[src/rtl/conv_tree_ser_ctrl.sv]
// ---------------------------------------------------------------------------
// conv_tree_ser_ctrl
// Frame scheduler in front of the 8:1 serializer tree. Two requester channels
// share the tree through valid/ready handshakes. One 8-bit word is presented
// on PAR_OUT per frame of FRAME_LEN cycles. If nothing is granted, an idle
// fill word is driven instead. FRAME_START/DATA_VALID are also delayed by
// PIPE_LAT cycles (SER_FRAME/SER_VALID) so that downstream logic lines up
// with the serial stream.
//
// Ports:
//   CLK, RESET          clock; synchronous active-high reset
//   ENABLE              run request, sampled only at frame boundaries / IDLE
//   REQx_VALID/DATA     channel x word offer
//   REQx_READY          channel x word accepted this cycle (combinational)
//   PAR_OUT             word to the tree PAR_IN1..8 (bit0 -> PAR_IN1)
//   FRAME_START         1-cycle pulse with each new PAR_OUT value
//   DATA_VALID          PAR_OUT holds granted data for this frame
//   GRANT_ID            owner channel of the current frame
//   SER_FRAME/SER_VALID FRAME_START/DATA_VALID delayed PIPE_LAT cycles
//
// Build option: define CTS_PRIO_EN for fixed priority (channel 0 always wins
// on contention). Without it, contention is resolved round-robin.
// ---------------------------------------------------------------------------
module conv_tree_ser_ctrl #(
  parameter int          FRAME_LEN = 8,
  parameter int          PIPE_LAT  = 3,
  parameter logic [7:0]  IDLE_WORD = 8'hA5
) (
  input  logic       CLK,
  input  logic       RESET,
  input  logic       ENABLE,
  input  logic       REQ0_VALID,
  input  logic [7:0] REQ0_DATA,
  output logic       REQ0_READY,
  input  logic       REQ1_VALID,
  input  logic [7:0] REQ1_DATA,
  output logic       REQ1_READY,
  output logic [7:0] PAR_OUT,
  output logic       FRAME_START,
  output logic       DATA_VALID,
  output logic       GRANT_ID,
  output logic       SER_FRAME,
  output logic       SER_VALID
);

  localparam logic [7:0] CNT_MAX = 8'(FRAME_LEN - 1);

  typedef enum logic {ST_IDLE, ST_RUN} state_t;

  state_t     state_reg, state_next;
  logic [7:0] cnt_reg, cnt_next;
  logic [7:0] par_reg, par_next;
  logic       dv_reg, dv_next;
  logic       gid_reg, gid_next;
  logic       fs_reg, fs_next;

  logic       boundary;
  logic       load;
  logic       any_valid;
  logic       pick1;
  logic       grant;

  // A boundary is the last cycle of a running frame, or any enabled cycle
  // in IDLE (which also starts the first frame).
  assign boundary  = (state_reg == ST_IDLE) ? ENABLE : (cnt_reg == CNT_MAX);
  assign load      = boundary && ENABLE;
  assign any_valid = REQ0_VALID || REQ1_VALID;

`ifdef CTS_PRIO_EN
  // Fixed priority: channel 1 only wins when channel 0 is not offering.
  assign pick1 = REQ1_VALID && !REQ0_VALID;
`else
  // LAST = channel granted most recently; on contention the other one wins.
  logic last_reg, last_next;

  assign pick1 = REQ1_VALID && (!REQ0_VALID || !last_reg);

  always_comb begin
    last_next = last_reg;
    if (grant) begin
      last_next = pick1;
    end
  end

  always_ff @(posedge CLK) begin
    if (RESET) begin
      last_reg <= 1'b1;
    end else begin
      last_reg <= last_next;
    end
  end
`endif

  assign grant      = load && any_valid && !RESET;
  assign REQ0_READY = grant && !pick1;
  assign REQ1_READY = grant && pick1;

  always_comb begin
    state_next = state_reg;
    cnt_next   = cnt_reg;
    par_next   = par_reg;
    dv_next    = dv_reg;
    gid_next   = gid_reg;
    fs_next    = 1'b0;
    if (load) begin
      state_next = ST_RUN;
      cnt_next   = 8'd0;
      fs_next    = 1'b1;
      par_next   = any_valid ? (pick1 ? REQ1_DATA : REQ0_DATA) : IDLE_WORD;
      dv_next    = any_valid;
      gid_next   = any_valid && pick1;
    end else if (state_reg == ST_RUN) begin
      if (boundary) begin
        // ENABLE low at the end of a frame: drop back to idle fill.
        state_next = ST_IDLE;
        cnt_next   = 8'd0;
        par_next   = IDLE_WORD;
        dv_next    = 1'b0;
        gid_next   = 1'b0;
      end else begin
        cnt_next = cnt_reg + 8'd1;
      end
    end
  end

  always_ff @(posedge CLK) begin
    if (RESET) begin
      state_reg <= ST_IDLE;
      cnt_reg   <= 8'd0;
      par_reg   <= IDLE_WORD;
      dv_reg    <= 1'b0;
      gid_reg   <= 1'b0;
      fs_reg    <= 1'b0;
    end else begin
      state_reg <= state_next;
      cnt_reg   <= cnt_next;
      par_reg   <= par_next;
      dv_reg    <= dv_next;
      gid_reg   <= gid_next;
      fs_reg    <= fs_next;
    end
  end

  // Delay lines aligning the frame markers with the tree output.
  // Stage 0 is the undelayed marker; stage PIPE_LAT is the output.
  logic [PIPE_LAT:0] fs_line;
  logic [PIPE_LAT:0] dv_line;

  assign fs_line[0] = fs_reg;
  assign dv_line[0] = dv_reg;

  generate
    for (genvar gi = 0; gi < PIPE_LAT; gi++) begin : g_dly
      always_ff @(posedge CLK) begin
        if (RESET) begin
          fs_line[gi+1] <= 1'b0;
          dv_line[gi+1] <= 1'b0;
        end else begin
          fs_line[gi+1] <= fs_line[gi];
          dv_line[gi+1] <= dv_line[gi];
        end
      end
    end
  endgenerate

  assign PAR_OUT     = par_reg;
  assign FRAME_START = fs_reg;
  assign DATA_VALID  = dv_reg;
  assign GRANT_ID    = gid_reg;
  assign SER_FRAME   = fs_line[PIPE_LAT];
  assign SER_VALID   = dv_line[PIPE_LAT];

endmodule
[config.mk]
export PLATFORM = sky130hd
export DESIGN_NAME = conv_tree_ser_ctrl
export DESIGN_NICKNAME = d
export VERILOG_FILES = /design/src/rtl/conv_tree_ser_ctrl.sv
export SDC_FILE = /design/constraint.sdc
export NUM_CORES = 1
export LEC_CHECK = 0
export CAP_MARGIN = 10
export CORE_ASPECT_RATIO = 0.75
export CORE_MARGIN = 1
export CORE_UTILIZATION = 40
export CTS_CLUSTER_SIZE = 10
export DETAILED_ROUTE_END_ITERATION = 10
export DONT_BUFFER_PORTS = 1
export SKIP_CTS_REPAIR_TIMING = 1
export SYNTH_ARGS = -nofsm -noshare
export SYNTH_HDL_FRONTEND = slang
export SYNTH_SLANG_ARGS = --single-unit
[constraint.sdc]
create_clock -name CLK -period 2.2 [get_ports CLK]
set_clock_uncertainty 0.15 [all_clocks]
set_input_delay 0.11 -clock CLK [delete_from_list [all_inputs] [get_ports CLK]]
set_output_delay 0.11 -clock CLK [all_outputs]
set_load 0.005 [all_outputs]
==> flow_metrics.tcl <==
set metrics [dict create \
    status "complete, but fails checks" \
    failed_checks "negative hold slack" \
    cp-startpoint "REQ0_VALID" \
    path_class "input pin to flip-flop" \
    area_growth_pct 23.8 \
    grt_max_degree 18 \
    clockRootBuffer "clkbuf_8" \
    grt_pass1_vias 816 \
    worstPathMaxFanout 10 \
    insertion_delay_ns 0.27 \
    finalWeightedCongestion 0.778 \
    timing.rr.start "last_reg" \
    synth_area_um2 1160 \
    postRouteAntennaNets 0 \
    max-slew-margin-rel 0.536 \
    worst_slack_ns 0.0410 \
    required_ns 2.21 \
    io_buffers 0 \
    peakVddDrop_mv 0.304 \
    cts_tree "yes" \
    fmax_ghz 0.463 \
    cts.reportedPaths.clkPinSlew_ns 0.09 \
    hold_class "input pin to flip-flop" \
    vias 899 \
    min_from "ENABLE" \
    crit_path_end "PAR_OUT[3]" \
    layout-drive-gt1-share 0.138 \
    post-route-drc-count 0 \
    synthArstFlopShare 0 \
    start_util 0.432 \
    fin_area_um2 1440 \
    dpl.hpwl_um 1670 \
    reg2reg_to "PAR_OUT[3]" \
    core_area_um2 2680 \
    pin_count 36 \
    slew_viol_final 0 \
    grt_pass1_wl_um 3730 \
    routed_wl_um 2660 \
    grt_overflow_total 0 \
    setup_violations 0 \
    synth_edf_count 0 \
    gr-usage-all-layers 0.157 \
    synth-main-ff-cell "dfxtp_1" \
    ys_seq_area_frac 0.466 \
    layout.cells.non_filler 174 \
    nFillCells 255 \
    synth.avg_cell_area_um2 9.91 \
    diodes 0 \
    dp_slack_ns 0.505 \
    clock_sinks 27 \
    ys_seq_elements 27 \
    r2r_slack_ns 0.12 \
    mappedNetlistNets 139 \
    cp-start-kind "input pin" \
    critPathSlowestCell "dlygate4sd3_1" \
    whs_ns -0.0282 \
    p_leak_nw 0.542 \
    post-route-period-util 0.981 \
    viasPerCell 5.17 \
    synth_cell_types 37 \
    p_total_uw 918 \
    cap_violations 0 \
    power.density_nw_per_um2 639 \
    critPathArrivalTime_ns 2.17 \
    nets 161 \
    crit_chain "dlygate4sd3_1 > nand2_1 > and2_1 > mux2i_1 > dlygate4sd3_1 > o21ai_1" \
    placed_area_um2 1190 \
    synth_warnings 0 \
    drt_first_iter_violations 47 \
    hold_violations 2 \
    dp_cells 150 \
    cts_made_buffers 3 \
    synthCells 117 \
    cts_buffer_depth 2 \
    post_drt_wl_per_cell_um 15.3 \
    die_y_um 48.6 \
    reg2reg_depth 5 \
    path_common_cell "dlygate4sd3_1" \
    cp_slowest_stage_delay_ns 0.60 \
    dieArea_um2 3120 \
    fp-row-count 16 \
    use_met2 0.250 \
    gr-usage-met3 0.0613 \
    met1_usage 0.197 \
    die_width_um 64.2 \
    min_period_ns 2.16 \
    tightest_slew_ns 0.693 \
    busiest_layer "met2" \
    cp-end-kind "flip-flop" \
    antenna_found_initial 0 \
    drt-pass1-iter-count 4 \
    h-tree-depth 1 \
]
==> critical path: cells and delay by family <==
family                 cells  cell delay [ns]
muxes                      1             0.29
buffers and inverters      2             1.14
AOI/OAI and AO/OA          1             0.06
and+or+nand+nor            2             0.56
==> cell usage in the layout (no fill, tap or decap), types with 2 or more instances in the layout <==
cell type / n
a21o_1: 2
a21oi_1: 5
a22oi_1: 3
and2_1: 2
clkbuf_8: 3
dfxtp_1: 27
dlygate4sd3_1: 20
mux2i_1: 9
nand2_1: 7
nand3_1: 3
nor2_1: 11
nor2_2: 5
nor2b_1: 8
nor3_2: 3
o21ai_0: 2
o21ai_1: 4
xnor2_1: 2
xor2_1: 2
==> logic make-up (layout without fill, tap and decap cells) <==
| group | after synthesis | in the layout | synth area share |
|---|---|---|---|
| fa+ha+maj | 1 | 1 | 0.0108 |
| buf+inv | 3 | 24 | 0.0119 |
| xor+xnor | 4 | 4 | 0.0302 |
| mux | 9 | 9 | 0.0777 |
| simple gates | 48 | 48 | 0.242 |
| flops | 27 | 27 | 0.466 |
| compound gates | 25 | 25 | 0.162 |
==> per-stage QoR <==
step,hold slack [ns],setup TNS (ns),utilization
floorplan,0.0316,0,-
global placement,0.0331,0,0.444
detailed placement,0.0361,0,0.444
CTS,-0.257,0,0.461
global route,0.00669,-0.0567,0.535
finish,-0.0282,0,0.535
==> worst min path at each step <==
stage                 end  cells after the start
6_report       cnt_reg[0]                      3
5_1_grt        cnt_reg[1]                      3
4_1_cts        cnt_reg[3]                      1
3_5_place_dp   cnt_reg[6]                      1
3_3_place_gp   cnt_reg[6]                      1
2_1_floorplan   SER_FRAME                      1
==> power by group <==
part	leakage (nW)	switching (mW)	internal (mW)	total (mW)
registers	0.220	0.0167	0.508	0.525
clock network	0.0228	0.148	0.130	0.278
logic	0.299	0.0520	0.0633	0.115
==> cell usage after synthesis, types with 2 or more instances <==
| cell | count | area, µm² |
|---|---|---|
| a21o_1 | 2 | 15.0 |
| a21oi_1 | 5 | 25.0 |
| a22oi_1 | 3 | 22.5 |
| and2_1 | 2 | 12.5 |
| buf_2 | 2 | 10.0 |
| dfxtp_1 | 27 | 541 |
| mux2i_1 | 9 | 90.1 |
| nand2_1 | 7 | 26.3 |
| nand3_1 | 3 | 15.0 |
| nor2_1 | 11 | 41.3 |
| nor2_2 | 5 | 31.3 |
| nor2b_1 | 8 | 50.1 |
| nor3_2 | 3 | 30.0 |
| o21ai_0 | 2 | 10.0 |
| o21ai_1 | 4 | 20.0 |
| xnor2_1 | 2 | 17.5 |
| xor2_1 | 2 | 17.5 |
==> cell type report <==
cell class	count	area [µm²]	area share
clock buffers	4	45.0	0.0314
multi-input cells	87	606	0.422
repair buffers	20	200	0.139
flip-flops and latches	27	541	0.376
well taps	36	45.0	0.0314
==> layer usage <==
layer	up-vias	part of all wire
met5	-	0
met4	0	0.0083
met3	4	0.051
met2	23	0.51
met1	420	0.43
li1	452	-
No activity file was read; power rests on OpenSTA's default activity.
